`src/rtl/demux_buf_pkg.sv`:
```
// Shared constants for the demux_buf 1-to-2 stream demultiplexer:
// select encodings, default geometry and the stats counter helper.
package demux_buf_pkg;

    localparam logic CH1_SEL   = 1'b1;
    localparam logic CH2_SEL   = 1'b0;
    localparam int   DEF_WIDTH = 1;
    localparam int   DEF_DEPTH = 4;
    localparam int   STATS_W   = 16;

    // Counters stick at all-ones instead of wrapping back to zero.
    function automatic logic [STATS_W-1:0] sat_inc(input logic [STATS_W-1:0] v);
        return (&v) ? v : v + STATS_W'(1);
    endfunction

endpackage

```
`src/rtl/demux_fifo.sv`:
```
// Per-channel synchronous FIFO with a registered head-of-queue output that
// shows a freshly pushed word immediately after the push edge.
module demux_fifo #(
    parameter int WIDTH = 1,
    parameter int DEPTH = 4
) (
    input  logic             clk,
    input  logic             rst,
    input  logic             push_i,
    input  logic [WIDTH-1:0] din_i,
    input  logic             pop_i,
    output logic [WIDTH-1:0] dout_o,
    output logic             full_o,
    output logic             empty_o
);

    localparam int PTR_W = $clog2(DEPTH);
    localparam int CNT_W = PTR_W + 1;

    logic [WIDTH-1:0] mem_q [DEPTH];
    logic [PTR_W-1:0] wr_ptr_q, wr_ptr_d;
    logic [PTR_W-1:0] rd_ptr_q, rd_ptr_d;
    logic [PTR_W-1:0] rd_nxt;
    logic [CNT_W-1:0] count_q, count_d;
    logic [WIDTH-1:0] dout_q, dout_d;
    logic             push, pop;

    assign full_o  = (count_q == CNT_W'(DEPTH));
    assign empty_o = (count_q == '0);
    assign push    = push_i && !full_o;
    assign pop     = pop_i && !empty_o;
    assign rd_nxt  = rd_ptr_q + PTR_W'(1);
    assign dout_o  = dout_q;

    always_comb begin
        wr_ptr_d = wr_ptr_q;
        rd_ptr_d = rd_ptr_q;
        count_d  = count_q;
        dout_d   = dout_q;
        if (push) wr_ptr_d = wr_ptr_q + PTR_W'(1);
        if (pop)  rd_ptr_d = rd_nxt;
        case ({push, pop})
            2'b10:   count_d = count_q + CNT_W'(1);
            2'b01:   count_d = count_q - CNT_W'(1);
            default: count_d = count_q;
        endcase
        // The incoming word becomes the head when the queue is, or is about to be, empty.
        if (push && (empty_o || (pop && count_q == CNT_W'(1))))
            dout_d = din_i;
        else if (pop && count_q > CNT_W'(1))
            dout_d = mem_q[rd_nxt];
    end

    always_ff @(posedge clk or posedge rst) begin
        if (rst) begin
            wr_ptr_q <= '0;
            rd_ptr_q <= '0;
            count_q  <= '0;
            dout_q   <= '0;
            for (int i = 0; i < DEPTH; i++) mem_q[i] <= '0;
        end else begin
            wr_ptr_q <= wr_ptr_d;
            rd_ptr_q <= rd_ptr_d;
            count_q  <= count_d;
            dout_q   <= dout_d;
            if (push) mem_q[wr_ptr_q] <= din_i;
        end
    end

endmodule

```
`src/rtl/demux_buf.sv`:
```
// Registered 1-to-2 stream demultiplexer: steers Din into one of two FIFOs by Sel.
// Define DEMUX_BUF_STATS_EN to add the cnt1/cnt2/stall statistics outputs.
module demux_buf
    import demux_buf_pkg::*;
#(
    parameter int WIDTH = DEF_WIDTH,
    parameter int DEPTH = DEF_DEPTH
) (
    input  logic               clk,
    input  logic               rst,
    input  logic [WIDTH-1:0]   Din,
    input  logic               Sel,
    input  logic               in_valid,
    output logic               in_ready,
    output logic [WIDTH-1:0]   Dout1,
    output logic               Dout1_valid,
    input  logic               Dout1_ready,
    output logic [WIDTH-1:0]   Dout2,
    output logic               Dout2_valid,
    input  logic               Dout2_ready
`ifdef DEMUX_BUF_STATS_EN
    ,
    output logic [STATS_W-1:0] cnt1,
    output logic [STATS_W-1:0] cnt2,
    output logic               stall
`endif
);

    logic full1, full2, empty1, empty2;
    logic accept, push1, push2;

    // Only the addressed channel's fullness matters; no pop-side bypass.
    assign in_ready    = !rst && !((Sel == CH1_SEL) ? full1 : full2);
    assign accept      = in_valid && in_ready;
    assign push1       = accept && (Sel == CH1_SEL);
    assign push2       = accept && (Sel == CH2_SEL);
    assign Dout1_valid = !empty1;
    assign Dout2_valid = !empty2;

    demux_fifo #(.WIDTH(WIDTH), .DEPTH(DEPTH)) u_fifo1 (
        .clk     (clk),
        .rst     (rst),
        .push_i  (push1),
        .din_i   (Din),
        .pop_i   (Dout1_ready),
        .dout_o  (Dout1),
        .full_o  (full1),
        .empty_o (empty1)
    );

    demux_fifo #(.WIDTH(WIDTH), .DEPTH(DEPTH)) u_fifo2 (
        .clk     (clk),
        .rst     (rst),
        .push_i  (push2),
        .din_i   (Din),
        .pop_i   (Dout2_ready),
        .dout_o  (Dout2),
        .full_o  (full2),
        .empty_o (empty2)
    );

`ifdef DEMUX_BUF_STATS_EN
    logic [STATS_W-1:0] cnt1_q, cnt1_d, cnt2_q, cnt2_d;
    logic               stall_q, stall_d;

    always_comb begin
        cnt1_d  = push1 ? sat_inc(cnt1_q) : cnt1_q;
        cnt2_d  = push2 ? sat_inc(cnt2_q) : cnt2_q;
        stall_d = in_valid && !in_ready;
    end

    always_ff @(posedge clk or posedge rst) begin
        if (rst) begin
            cnt1_q  <= '0;
            cnt2_q  <= '0;
            stall_q <= 1'b0;
        end else begin
            cnt1_q  <= cnt1_d;
            cnt2_q  <= cnt2_d;
            stall_q <= stall_d;
        end
    end

    assign cnt1  = cnt1_q;
    assign cnt2  = cnt2_q;
    assign stall = stall_q;
`endif

endmodule

```
`config.mk`:
```
export PLATFORM = sky130hd
export DESIGN_NAME = demux_buf
export DESIGN_NICKNAME = d
export VERILOG_FILES = /design/src/rtl/demux_buf_pkg.sv /design/src/rtl/demux_fifo.sv /design/src/rtl/demux_buf.sv
export SDC_FILE = /design/constraint.sdc
export NUM_CORES = 1
export LEC_CHECK = 0
export ABC_AREA = 0
export CAP_MARGIN = 10
export CELL_PAD_IN_SITES_DETAIL_PLACEMENT = 1
export CELL_PAD_IN_SITES_GLOBAL_PLACEMENT = 1
export CORE_MARGIN = 3
export CORE_UTILIZATION = 47
export CTS_BUF_LIST = sky130_fd_sc_hd__clkbuf_4
export CTS_CLUSTER_SIZE = 16
export DETAILED_ROUTE_END_ITERATION = 16
export PLACE_DENSITY_LB_ADDON = 0.1
export SLEW_MARGIN = 20
export SYNTH_ARGS = -nofsm -noshare
export SYNTH_HDL_FRONTEND = slang
export SYNTH_SLANG_ARGS = --single-unit
```
`constraint.sdc`:
```
create_clock -name clk -period 2.2 [get_ports clk]
set_clock_uncertainty 0.1 [all_clocks]
set_input_delay 0.33 -clock clk [delete_from_list [all_inputs] [get_ports clk]]
set_output_delay 0.33 -clock clk [all_outputs]
set_load 0.1 [all_outputs]
```
==> results of run 1 <==
metal layers:
layer / routed length (um) / vias up / global-route usage [%]
met1: 1445 / 507 / 25.49
li1: - / 489 / -
met5: 0 / - / 0
met3: 78 / 7 / 2.725
met2: 1540 / 14 / 29.76
met4: 63 / 0 / 9.091
cell families after synthesis:
kind of cell	Yosys count
AND/OR/NAND/NOR	36
flip-flops	24
adder cells (fa/ha/maj)	18
AO/OA/AOI/OAI	15
buffers and inverters	14
XOR/XNOR	12
multiplexers	12
through the flow:
stage	total power, mW	cells	utilization (%)	worst slack (ns)
6_report	2.755	186	63.03	0.1001
5_1_grt	2.959	186	63.03	0.006351
4_1_cts	2.695	183	61.79	0.01172
3_5_place_dp	2.340	179	59.80	-0.07780
3_3_place_gp	2.255	179	59.80	0.06677
2_1_floorplan	1.934	131	-	-0.04661
placed cells by master, fill, tap and decap left out, types with 3 or more instances in the layout:
| cell type | Yosys | final |
|---|---|---|
| nand2_1 | 15 | 15 |
| dfrtp_1 | 24 | 23 |
| ha_1 | 18 | 16 |
| clkdlybuf4s50_1 | 0 | 6 |
| clkbuf_4 | 0 | 3 |
| mux2_4 | 4 | 4 |
| o21ai_0 | 4 | 4 |
| nor3_1 | 4 | 4 |
| nor2_1 | 5 | 5 |
| mux2_2 | 4 | 4 |
| xnor2_1 | 10 | 10 |
| buf_12 | 0 | 3 |
| buf_4 | 1 | 12 |
| inv_1 | 13 | 13 |
| a21oi_1 | 4 | 4 |
worst max-delay path by stage:
| stage | from | end | slack [ns] |
|---|---|---|---|
| after floorplan | u_fifo2.count_q[0] | in_ready | -0.05 |
| after global placement | in_valid | u_fifo2.count_q[2] | 0.07 |
| after detailed placement | in_valid | u_fifo2.count_q[2] | -0.08 |
| after CTS | u_fifo1.count_q[1] | in_ready | 0.01 |
| after global routing | u_fifo2.count_q[0] | in_ready | 0.006 |
| final | u_fifo2.count_q[0] | in_ready | 0.10 |
layout make-up:
type | instances | share of cell area [%]
clock inverters | 1 | 1.684
repair buffers | 21 | 11.79
flip-flops and latches | 24 | 33.75
inverters | 13 | 2.737
well taps | 31 | 2.175
clock buffers | 3 | 1.263
multi-input cells | 93 | 46.60
worst min-delay path, delay by kind of cell:
kind / cells / cell delay, ns
buffers and inverters: 3 / 0.73
power by group:
| group | switching, mW | internal, mW |
|---|---|---|
| combinational | 0.850 | 0.702 |
| sequential | 0.204 | 0.668 |
| clock | 0.147 | 0.184 |
state kept, by name (all words and copies together) (netlist names):
signal,flops
u_fifo2.mem_q,4
u_fifo1.dout_o,1
u_fifo2.dout_o,1
u_fifo2.count_q,3
u_fifo2.wr_ptr_q,2
u_fifo1.count_q,3
u_fifo1.mem_q,4
u_fifo2.rd_ptr_q,2
u_fifo1.rd_ptr_q,2
u_fifo1.wr_ptr_q,2
what timing repair did:
action / CTS / global route
buffers inserted: 0 / 3
endpoints found under the setup margin: 1 / 1
gates resized for setup: 2 / 2
==> reports/results.txt, run 1 <==
Antenna diodes - 0
largest net degree at the start of global routing - 22
Seq cells post-synth - 24
Reg2Reg Capture Point - u_fifo2.count_q[2]
largest family of logic cells by synthesized area - adder cells
leakage power - 0.8259 nW
Worst slew margin - 72.77%
Syn Std Cell Area - 1440 um^2
Worst path depth - 6
synth warn - 0
All-Layer GR Usage - 18.88%
Startpoint Class - register
worst reg2reg setup slack - 0.23 ns
CTS H-tree lvls - 1
max-slew violations - 0
WS Path Type - reg -> out
Final Wtd Congestion - 0.8124
mux share of post-synthesis cell area - 11.82%
R2R cell count - 8
CP max FO - 6
Slew @ Worst Pin - 0.4071 ns
clk slew on worst S/H paths - 0.13 ns
initial antenna violation count - 0
highest clock rate - 0.4762 GHz
FP Rows - 19
CP Capture Type - output port
Root Buffer - clkbuf_4
post-synthesis sequential area ratio - 41.70%
gate count after technology mapping - 131
drc violations - 0
placed instance area - 1692 um^2
Clock Sinks - 24
asr flop ratio synth - 100.0%
post-DP HPWL - 2296 um
TritonRoute pass-1 iters - 3
FF+latch area - 601.8 um^2
synth top area cells - dfrtp_1, ha_1, xnor2_1
GRT overflow - 0
area taken by multi-input logic gates - 830.8 um^2
Vias - 1017
critical-path cell list - inv_1, ha_4, nand2_1, nor2_1, a311oi_4, buf_12
cell with the most instances after synthesis - dfrtp_1
Final period util - 95.45%
min-delay worst type - in -> async
port buffer count - 11
Die W - 61.36 um
core area - 2829 um^2
Max-cap violations - 0
Worst-Skew Late Latency - 0.33 ns
simple-gate area share of the yosys netlist - 12.08%
WHS - 0.2892 ns
io pins - 12
setup TNS - 0 ns
Starting Density - 50.91%
Final Hold Fails - 0
WP data arrival - 1.67 ns
Antenna Nets Post-Route - 0
DR iter-0 viols - 46
Syn Nets - 156
WP buf/inv - 2
worst r2r src - u_fifo2.count_q[0]
Die Span Y - 61.36 um
CP delay by family, top - flip-flops
Largest stage delay, worst path - 0.44 ns
Req. time, crit path - 1.77 ns
Yosys cell types - 27
adder-cell share of the synthesized area - 15.64%
status - completed
first-pass GRT wire length - 5119 um
WL/cell - 16.81 um
die footprint - 3764 um^2
post-route minimum period - 2.100 ns
post-route cell area - 1783 um^2
FILL cells - 298
TritonCTS clock tree - yes
area leader, netlist - dfrtp_1
Post-synth EDFFs - 0
Synth Area in Compound Gates - 7.559%
CP max-delay cell - dfrtp_2
area share of the leading cell type in the synthesized netlist - 41.70%
setup violators final - 0
vias in the first global route - 1090
prevailing post-synth register cell - dfrtp_1
Synth Area in XOR/XNOR - 7.298%
Via-to-Cell Ratio - 5.468
Mean Syn Cell Area - 10.99 um^2
nets - 181
CTS buffer count - 3
DRT Wirelength - 3127 um
Cell Pwr Density - 1545 nW/um^2
RSZ-0062 raised after global routing - no
share of post-route cells with drive strength above 1 - 24.52%
Synth top cells by count - dfrtp_1, ha_1, nand2_1
Max VDD drop - 0.6598 mV
# hold bufs at CTS - 0
area grow syn2layout - 23.81%
CTS Buffer Depth - 2
Note: power is estimated with default switching activity, not from simulation.
==> run 2, diff against run 1 <==
Settings changed: CAP_MARGIN 10 to unset, TNS_END_PERCENT set to 30.
==> results of run 2 <==
Final layout, timing and power as in run 1 (identical DEF).
==> run 3, diff against run 2 <==
Settings changed: CAP_MARGIN set to 40.
==> results of run 3 <==
Final layout, timing and power as in run 1 (identical DEF).
